`src/rtl/uart_pkg.sv`:
```
// Shared UART link constants: baud/parity/stop encodings, bit divisor helper,
// parity helper and the transmitter FSM state encoding.
package uart_pkg;

  localparam logic [1:0] BAUD_9600   = 2'b00;
  localparam logic [1:0] BAUD_19200  = 2'b01;
  localparam logic [1:0] BAUD_57600  = 2'b10;
  localparam logic [1:0] BAUD_115200 = 2'b11;

  localparam logic [1:0] PARITY_EVEN = 2'b00;
  localparam logic [1:0] PARITY_ODD  = 2'b01;
  localparam logic [1:0] PARITY_NONE = 2'b10;

  localparam logic STOP_ONE = 1'b0;
  localparam logic STOP_TWO = 1'b1;

  localparam int unsigned DIV_W = 32;

  typedef enum logic [2:0] {
    ST_IDLE   = 3'd0,
    ST_START  = 3'd1,
    ST_DATA   = 3'd2,
    ST_PARITY = 3'd3,
    ST_STOP1  = 3'd4,
    ST_STOP2  = 3'd5
  } tx_state_e;

  // Clocks per bit for a baud code, truncated.
  function automatic logic [DIV_W-1:0] baud_div(input int unsigned clk_freq,
                                                input logic [1:0] baud);
    int unsigned rate;
    case (baud)
      BAUD_9600:   rate = 32'd9600;
      BAUD_19200:  rate = 32'd19200;
      BAUD_57600:  rate = 32'd57600;
      BAUD_115200: rate = 32'd115200;
      default:     rate = 32'd115200;
    endcase
    return clk_freq / rate;
  endfunction

  function automatic logic parity_bit(input logic [7:0] data, input logic [1:0] mode);
    return (^data) ^ (mode == PARITY_ODD);
  endfunction

endpackage

```
`src/rtl/uart_tx_baud_gen.sv`:
```
// Loadable down-counter that emits a one-cycle bit tick every div clocks
// while enabled; restart reloads it so a new frame starts a full bit period.
module uart_tx_baud_gen
  import uart_pkg::*;
(
  input  logic             clk,
  input  logic             rst,
  input  logic             enable,
  input  logic             restart,
  input  logic [DIV_W-1:0] div,
  output logic             bit_tick
);

  logic [DIV_W-1:0] count;

  // Count down to zero, reloading with div-1 at terminal count or restart.
  always_ff @(posedge clk or posedge rst) begin
    if (rst) begin
      count <= '0;
    end else if (restart) begin
      count <= div - 32'd1;
    end else if (enable) begin
      if (count == '0) begin
        count <= div - 32'd1;
      end else begin
        count <= count - 32'd1;
      end
    end else begin
      count <= count;
    end
  end

  assign bit_tick = enable && !restart && (count == '0);

endmodule

```
`src/rtl/uart_transmitter.sv`:
```
// UART transmitter: serialises one byte per accepted request, LSB first, with
// optional parity and one or two stop bits; Tx, TxBusy and TxDone are flops.
module uart_transmitter
  import uart_pkg::*;
#(
  parameter int unsigned CLK_FREQ = 100_000_000
) (
  input  logic       CLK,
  input  logic       RST,
  input  logic [1:0] BaudRate,
  input  logic [1:0] ParityMode,
  input  logic       StopBits,
  input  logic [7:0] TxData,
  input  logic       TxStart,
  output logic       Tx,
  output logic       TxBusy,
  output logic       TxDone
);

  tx_state_e        state, state_next;
  logic [2:0]       bit_index, bit_index_next;
  logic [7:0]       shifter, shifter_next;
  logic             tx_next, done_next;
  logic             parity_on, parity_val, two_stop;
  logic [DIV_W-1:0] div_latched, div_load;
  logic             accept, bit_tick;

  assign accept   = TxStart && !TxBusy;
  assign div_load = accept ? baud_div(CLK_FREQ, BaudRate) : div_latched;

  uart_tx_baud_gen u_baud (
    .clk      (CLK),
    .rst      (RST),
    .enable   (TxBusy),
    .restart  (accept),
    .div      (div_load),
    .bit_tick (bit_tick)
  );

  // Frame configuration is captured only at acceptance.
  always_ff @(posedge CLK or posedge RST) begin
    if (RST) begin
      parity_on   <= 1'b0;
      parity_val  <= 1'b0;
      two_stop    <= 1'b0;
      div_latched <= '0;
    end else if (accept) begin
      parity_on   <= !ParityMode[1];
      parity_val  <= parity_bit(TxData, ParityMode);
      two_stop    <= (StopBits == STOP_TWO);
      div_latched <= div_load;
    end else begin
      parity_on   <= parity_on;
      parity_val  <= parity_val;
      two_stop    <= two_stop;
      div_latched <= div_latched;
    end
  end

  // State, shifter and registered line outputs.
  always_ff @(posedge CLK or posedge RST) begin
    if (RST) begin
      state     <= ST_IDLE;
      bit_index <= 3'd0;
      shifter   <= 8'd0;
      Tx        <= 1'b1;
      TxBusy    <= 1'b0;
      TxDone    <= 1'b0;
    end else begin
      state     <= state_next;
      bit_index <= bit_index_next;
      shifter   <= shifter_next;
      Tx        <= tx_next;
      TxBusy    <= (state_next != ST_IDLE);
      TxDone    <= done_next;
    end
  end

  // Next state and next line value; tx_next is the level for the coming cycle.
  always_comb begin
    state_next     = state;
    bit_index_next = bit_index;
    shifter_next   = shifter;
    tx_next        = 1'b1;
    done_next      = 1'b0;
    case (state)
      ST_IDLE: begin
        if (accept) begin
          state_next   = ST_START;
          shifter_next = TxData;
          tx_next      = 1'b0;
        end else begin
          tx_next = 1'b1;
        end
      end
      ST_START: begin
        if (bit_tick) begin
          state_next     = ST_DATA;
          bit_index_next = 3'd0;
          tx_next        = shifter[0];
        end else begin
          tx_next = 1'b0;
        end
      end
      ST_DATA: begin
        if (bit_tick) begin
          shifter_next = {1'b0, shifter[7:1]};
          if (bit_index == 3'd7) begin
            state_next = parity_on ? ST_PARITY : ST_STOP1;
            tx_next    = parity_on ? parity_val : 1'b1;
          end else begin
            bit_index_next = bit_index + 3'd1;
            tx_next        = shifter[1];
          end
        end else begin
          tx_next = shifter[0];
        end
      end
      ST_PARITY: begin
        if (bit_tick) begin
          state_next = ST_STOP1;
          tx_next    = 1'b1;
        end else begin
          tx_next = parity_val;
        end
      end
      ST_STOP1: begin
        if (bit_tick) begin
          state_next = two_stop ? ST_STOP2 : ST_IDLE;
          done_next  = !two_stop;
        end else begin
          tx_next = 1'b1;
        end
      end
      ST_STOP2: begin
        if (bit_tick) begin
          state_next = ST_IDLE;
          done_next  = 1'b1;
        end else begin
          tx_next = 1'b1;
        end
      end
      default: begin
        state_next = ST_IDLE;
        tx_next    = 1'b1;
      end
    endcase
  end

endmodule

```
`config.mk`:
```
export PLATFORM = sky130hd
export DESIGN_NAME = uart_transmitter
export DESIGN_NICKNAME = d
export VERILOG_FILES = /design/src/rtl/uart_pkg.sv /design/src/rtl/uart_tx_baud_gen.sv /design/src/rtl/uart_transmitter.sv
export SDC_FILE = /design/constraint.sdc
export NUM_CORES = 1
export LEC_CHECK = 0
export ABC_CLOCK_PERIOD_IN_PS = 3600
export CORE_ASPECT_RATIO = 2
export CORE_MARGIN = 2
export CORE_UTILIZATION = 55
export DETAILED_ROUTE_END_ITERATION = 16
export PLACE_DENSITY = 0.75
export SLEW_MARGIN = 5
export SYNTH_ARGS = -nofsm -noshare
export SYNTH_HDL_FRONTEND = slang
export SYNTH_HIERARCHICAL = 1
export SYNTH_SLANG_ARGS = --single-unit
```
`constraint.sdc`:
```
create_clock -name CLK -period 3.6 [get_ports CLK]
set_input_delay 0.72 -clock CLK [delete_from_list [all_inputs] [get_ports CLK]]
set_output_delay 0.72 -clock CLK [all_outputs]
set_load 0.05 [all_outputs]
```
# ---- Word-level counts from Yosys, hierarchy flattened
# Index checks and enable logic that the tools add are counted.
dict set report classes {
  add_sub_neg 3
  div 1
  eq_ne 14
  muxes 32
  bitwise_logic 1
  reduce_logical 17
}
# op n
set ops {}
lappend ops {{$mux 32} 4}
lappend ops {{$pmux 32 s4} 1}
lappend ops {{$sub 32x1->32 const B} 2}
lappend ops {{$mux 3} 12}
lappend ops {{$div 27x32->32 const A} 1}
lappend ops {{$logic_not 32->1} 1}
lappend ops {{$pmux 3 s6} 1}
lappend ops {{$mux 8} 2}
lappend ops {{$pmux 8 s2} 1}
lappend ops {{$eq 3x3->1 const B} 3}
lappend ops {{$mux 1} 8}
lappend ops {{$ne 2x2->1 const B} 4}
lappend ops {{$reduce_xor 8->1} 1}
lappend ops {{$eq 3x2->1 const B} 2}
lappend ops {{$pmux 3 s2} 1}
lappend ops {{$reduce_bool 2->1} 3}
lappend ops {{$eq 2x1->1 const B} 2}
lappend ops {{$eq 2x2->1 const B} 2}
lappend ops {{$logic_not 1->1} 4}
lappend ops {{$pmux 1 s4} 1}
lappend ops {{$reduce_and 4->1} 1}
lappend ops {{$add 3x1->3 const B} 1}
lappend ops {{$eq 3x1->1 const B} 1}
lappend ops {{$logic_and 1x1->1} 3}
lappend ops {{6 further kinds} 6}
dict set report totals {
  register_bits 84
  inputBits 16
  output_inout_bits 3
  word_cells 79
}

# ---- Depth between registers and ports, before layout
dict set report logic_depth {
  ltp_word 8
  depth_mapped 25
  depth_no_buf 23
}

# ---- Cells and area by module
# Netlist, hierarchy kept.
# module n_inst cells_each area_each_um2 seq_area_each_um2
set modules_own_cells {}
lappend modules_own_cells {uart_transmitter 1 326 2977.9 1302.5}
lappend modules_own_cells {uart_tx_baud_gen 1 363 2919.0 800.8}

# ---- Least setup slack after synthesis
# Ideal clock, no wire load.
dict set report synth_timing {
  path_kind {input to register}
  from {input BaudRate[0]}
  to {register u_baud.count[30]}
  setup_time_ns 0.124
  arrival_time_ns 5.588
  t_required_ns 3.476
  slack_ns -2.112
  stages 24
  path_buffers 2
  path_cell_list {inv_1 ha_1 buf_2 inv_2 o31ai_1 ha_1 o21ai_0 o221ai_1 nor3b_2 and3_2 mux2i_1 ha_1 o21bai_1 a21oi_1 a311oi_1 o211ai_1 inv_1 ha_1 nor4b_1 nand4_1 clkbuf_1 o31ai_1 a21oi_1 a211o_1}
}
dict set report synth_between {
  elab_chain_cells 8
  word_cells_on_any_way 11
  cone_classes {add/sub (1); div (1); eq/ne (3); mux (5); reduce/logical (1)}
}
# item line_no
set synth_lines {}
lappend synth_lines {{start: declaration} uart_transmitter.sv:10} ;# input logic [1:0] BaudRate,
lappend synth_lines {{$eq 2x2->1 (tied with other cells)} uart_pkg.sv:32} ;# case (baud)
lappend synth_lines {{$pmux 32 s4 *} uart_pkg.sv:32}
lappend synth_lines {{$div 27x32->32 *} uart_pkg.sv:39} ;# return clk_freq / rate;
lappend synth_lines {{$mux 32 *} uart_transmitter.sv:29} ;# assign div_load = accept ? baud_div(CLK_FREQ, BaudRate) : div_latched;
lappend synth_lines {{via div_load[0]} uart_transmitter.sv:25} ;# logic [DIV_W-1:0] div_latched, div_load;
lappend synth_lines {{$sub 32x1->32 *} {uart_tx_baud_gen.sv:21, uart_tx_baud_gen.sv:24}}
lappend synth_lines {{$mux 32} uart_tx_baud_gen.sv:23} ;# if (count == '0) begin
lappend synth_lines {{$mux 32} uart_tx_baud_gen.sv:22} ;# end else if (enable) begin
lappend synth_lines {{$mux 32 *} uart_tx_baud_gen.sv:20} ;# end else if (restart) begin
lappend synth_lines {{end signal: assignment} uart_tx_baud_gen.sv:21} ;# count <= div - 32'd1;
lappend synth_lines {{end signal: assignment} uart_tx_baud_gen.sv:24} ;# count <= div - 32'd1;
lappend synth_lines {{end signal: assignment} uart_tx_baud_gen.sv:26} ;# count <= count - 32'd1;
lappend synth_lines {{end: declaration} uart_tx_baud_gen.sv:14} ;# logic [DIV_W-1:0] count;
# The timed path passes the listed nets; every way through them passes the cells marked *. The select of a mux whose other input is x is not followed.
# A chain may end at the register's enable or synchronous reset.

# ---- Worst setup path in the final report
dict set report layout_timing {
  from {input BaudRate[0]}
  to {register u_baud.count[18]}
}
# Same word-level chain as after synthesis.

==> results summary <==
The achievable clock frequency is roughly 0.21 GHz. The net count after synthesis came out at 725. Summed over all instances, the cell type with the most area after synthesis is sky130_fd_sc_hd__dfrtp_1. The worst slack at placement came out at -2.00 ns.

The area of the placeable core is 10500 sq um. The least setup slack across all paths after layout is -1.15 ns. The fraction of synthesized cell area taken by the top area cell type came out at 35.2%. The number of synthesized register bits is 84. The fraction of synthesized area in multiplexers came out at between 2 and 3%.

The async set or reset register ratio after synthesis is 100%. The die extent in y is 150 um. The simple-gate share of the synthesized area came out at around 29%. The slowest stage of the critical path belongs to the cell sky130_fd_sc_hd__ha_4.

The number of warning messages in the yosys log is 6. Once the floorplan was initialized, standard cells occupied between 50% and 60% of the core. The routed layout has 6123 vias. The post-route clock period utilization is 132%. The CTS buffer count came out at 9. Routability-driven placement finished with a final weighted congestion of about 1.0.

Global routing used around a third of the available tracks across all layers. The clock sink count is between 80 and 90. The hold-fix buffer count after cts is 0. Setup violations remaining at the end of the flow were counted as 32.

The run finished, with violations left. The maximum number of pins on one net before global-route repair is 53. The post-route cell area is a little under 8000 sq um. The root buffer cell chosen for the clock tree is sky130_fd_sc_hd__clkbuf_16. Setup repair after global routing could not meet its margin everywhere. The area growth from synthesis to layout is 31.3%. The number of synthesized flops with an enable pin is 0. In the layout the commonest cells are sky130_fd_sc_hd__buf_4, sky130_fd_sc_hd__dfrtp_1, sky130_fd_sc_hd__nand2_1. The setup check on the worst reg-to-reg path leaves a slack of 0.35 ns. The final layout contains routed wiring with a total length of ~19000 um. The iteration count of the initial detailed-routing pass came out at 8. The most used cell along the critical path is sky130_fd_sc_hd__ha_4. Summing all multi-input logic gate instances after layout gives roughly 4000 sq um. The max-capacitance violation count is 0. Sequential cells were found to cover 35.7% of the synthesized design area.

The number of antenna violations at the first check in global routing is 0. Between clock sinks in the finished design, the worst skew comes to around 0.011 ns. The number of max-slew violations in the final report is 0. The final routed wire length divided by cell count is between 20 and 25 um.

The hold violation count in the final report is 0. The later-pin clock latency in the skew report is around 0.35 ns. The number of global-route vias before repair is around 6.2k. The post-synthesis adder-cell area fraction came out at between 4 and 5%. After synthesis, the mean cell area works out to 8.56 sq um. The XOR/XNOR share of the synthesized area is ~5%. The number of library cell types mapped by synthesis came out at 78.

The first-pass GRT wire length came out at 30100 um. The post-route netlist has between 20 and 30% of its cells at a drive strength greater than 1. After detailed routing, the number of remaining DRC violations is 0. The critical path is of the input port to flop type.

The buffer depth of the longest clock path is 2. The antenna cell count is 0. The final reports fail on setup timing. The detailed placement HPWL is around 13000 um.

The CTS tree is yes. Yosys attributes the largest share of cell area to sky130_fd_sc_hd__dfrtp_1, sky130_fd_sc_hd__ha_1, sky130_fd_sc_hd__and2_1, sky130_fd_sc_hd__nor2_1, sky130_fd_sc_hd__nand2_1. The worst setup path is captured at a flop. The DRC violation total after the first TritonRoute iteration came out at between 500 and 600. The gate count after technology mapping is 689. For the final routed database, the setup TNS stands at -27.75 ns. The transition time of the tightest slew-check pin is 1.12 ns. The filler cells instantiated in the layout total approximately 780. The maximum vdd ir drop came out at 0.314 mV. The overall overflow remaining after global route is 0. The die outline width came out at between 70 and 80 um.

The cell family contributing the most delay on the critical path is compound AO/OA/AOI/OAI gates. The H-tree was split into 3 levels. The most used flip-flop cell after synthesis is sky130_fd_sc_hd__dfrtp_1. Registers take roughly 2100 sq um.

The power per cell area came out at 479 nW/um^2. The area of the die is 11600 sq um. The quantity of I/O buffers inserted on ports came out at 18. The cell area after synthesis is about 5900 sq um.

For the worst setup path, the data required time is around 3.8 ns. The synthesized-area fraction occupied by ao, oa, aoi and oai cells came out at between 10% and 20%. The peak per-stage delay on the critical path is approximately 0.31 ns.

The commonest non-fill, non-tap cell in the layout is sky130_fd_sc_hd__buf_4. The worst hold path belongs to the class flop to flop. After clock tree synthesis, the clock-pin slew on the worst setup and hold paths is around 0.07 ns. The via count normalized by instance count came out at about 6.6.

Once detail routing completed, the nets flagged for antenna violations numbered 0. The number of rows in the core area came out at 53. Together, buffers and inverters on the worst path number 6. The number of nets in the finished design came out at 825. The main combinational cell family by area after synthesis is simple AND/OR/NAND/NOR gates. The time the final worst path needs with I/O delays and setup is roughly 4.7 ns. The largest fanout of any net on the critical path came out at 6. The remaining max-slew budget at the tightest pin is 25.2%. The top-level port count is 19.

The startpoint kind of the worst setup timing path is an input port. The total cell area at the placement stage came out at a little under 7000 sq um. At the worst endpoint, the arrival time is about 5 ns. For this design the static power due to leakage is about 0.0034 uW.
[through the flow]
step	utilization (%)	total power, uW	hold WS (ns)	std cells
6_report	73.9	3710	0.472	931
5_1_grt	73.9	3880	0.493	931
4_1_cts	71.1	3570	0.474	923
3_5_place_dp	66.0	2530	0.458	905
3_3_place_gp	66.0	2500	0.451	905
2_1_floorplan	-	2080	0.439	689
[per-layer routing]
metal	share of wire [%]	vias up	global-route usage [%]
met2	53	327	59.3
met1	33	2913	33.3
li1	-	2738	-
met5	0	-	0
met3	4.9	145	3.42
met4	9.2	0	26.5
[cell families after synthesis]
logic type / count (synthesis)
AO/OA/AOI/OAI: 162
AND/OR/NAND/NOR: 313
XOR/XNOR: 34
buffers and inverters: 61
flip-flops: 84
multiplexers: 15
adder cells (fa/ha/maj): 20
[worst reg2reg max path, delay by kind of cell (launching register included)]
kind	cells	cell delay, ns
AOI/OAI and AO/OA	2	0.37
buffers and inverters	2	0.31
adders and majority gates	1	0.15
and+or+nand+nor	6	1.85
DFF	1	0.45
[worst paths after layout]
check,start,endpoint,cells after the start
min in group asynchronous,RST,u_baud/count[4],3
min reg2reg,div_latched[11],div_latched[11],2
max,BaudRate[0],u_baud/count[18],26
min,div_latched[11],div_latched[11],2
max reg2reg,u_baud/count[0],TxBusy,11
max in group asynchronous,RST,TxBusy,2
[synth_stat cells, types with 5 or more instances]
cell and number:
sky130_fd_sc_hd__nor2_1 58, sky130_fd_sc_hd__clkbuf_1 29, sky130_fd_sc_hd__inv_1 18, sky130_fd_sc_hd__and3_1 7, sky130_fd_sc_hd__nand2_1 57, sky130_fd_sc_hd__o21ai_0 26, sky130_fd_sc_hd__o31ai_1 6, sky130_fd_sc_hd__nor2b_1 6
sky130_fd_sc_hd__and2_1 39, sky130_fd_sc_hd__xor2_1 13, sky130_fd_sc_hd__nand4_1 11, sky130_fd_sc_hd__or4_1 8, sky130_fd_sc_hd__a21oi_1 29, sky130_fd_sc_hd__nand3_1 21, sky130_fd_sc_hd__or3_1 10, sky130_fd_sc_hd__nand2b_1 10
sky130_fd_sc_hd__inv_2 5, sky130_fd_sc_hd__a221oi_1 5, sky130_fd_sc_hd__a31oi_1 14, sky130_fd_sc_hd__a211oi_1 6, sky130_fd_sc_hd__ha_1 20, sky130_fd_sc_hd__mux2i_1 13, sky130_fd_sc_hd__xnor2_1 21, sky130_fd_sc_hd__o21ai_1 17
sky130_fd_sc_hd__nor3_1 26, sky130_fd_sc_hd__dfrtp_1 83, sky130_fd_sc_hd__nor4_1 26
[what timing repair did]
action / CTS / global route
buffers inserted: 3 / 8
setup endpoints to repair: 33 / 32
pin swaps: 28 / 34
resized for setup: 52 / 42
[sequential cells by signal (all words and copies together) (netlist names)]
| name | cells |
|---|---|
| parity_val | 1 |
| u_baud/count | 32 |
| TxBusy | 1 |
| parity_on | 1 |
| bit_index | 3 |
| state | 3 |
| Tx | 1 |
| TxDone | 1 |
| two_stop | 1 |
| shifter | 8 |
| div_latched | 32 |
[layout make-up]
cell class / count / area share, %
Clock buffer: 9 / 2.91
Clock inverter: 7 / 1.21
Inverter: 23 / 1.23
Multi-Input combinational cell: 544 / 51.8
Sequential cell: 84 / 27.2
Tap cell: 137 / 2.21
Timing Repair Buffer: 127 / 13.5
[power by group]
part           total, uW  leakage [uW]  internal [uW]  switching [uW]
logic               1320       0.00217            580             741
clock network       1010      0.000153            559             450
registers           1380       0.00107           1150             229
total               3710       0.00339           2290            1420
Power figures use the tool's default switching activity.
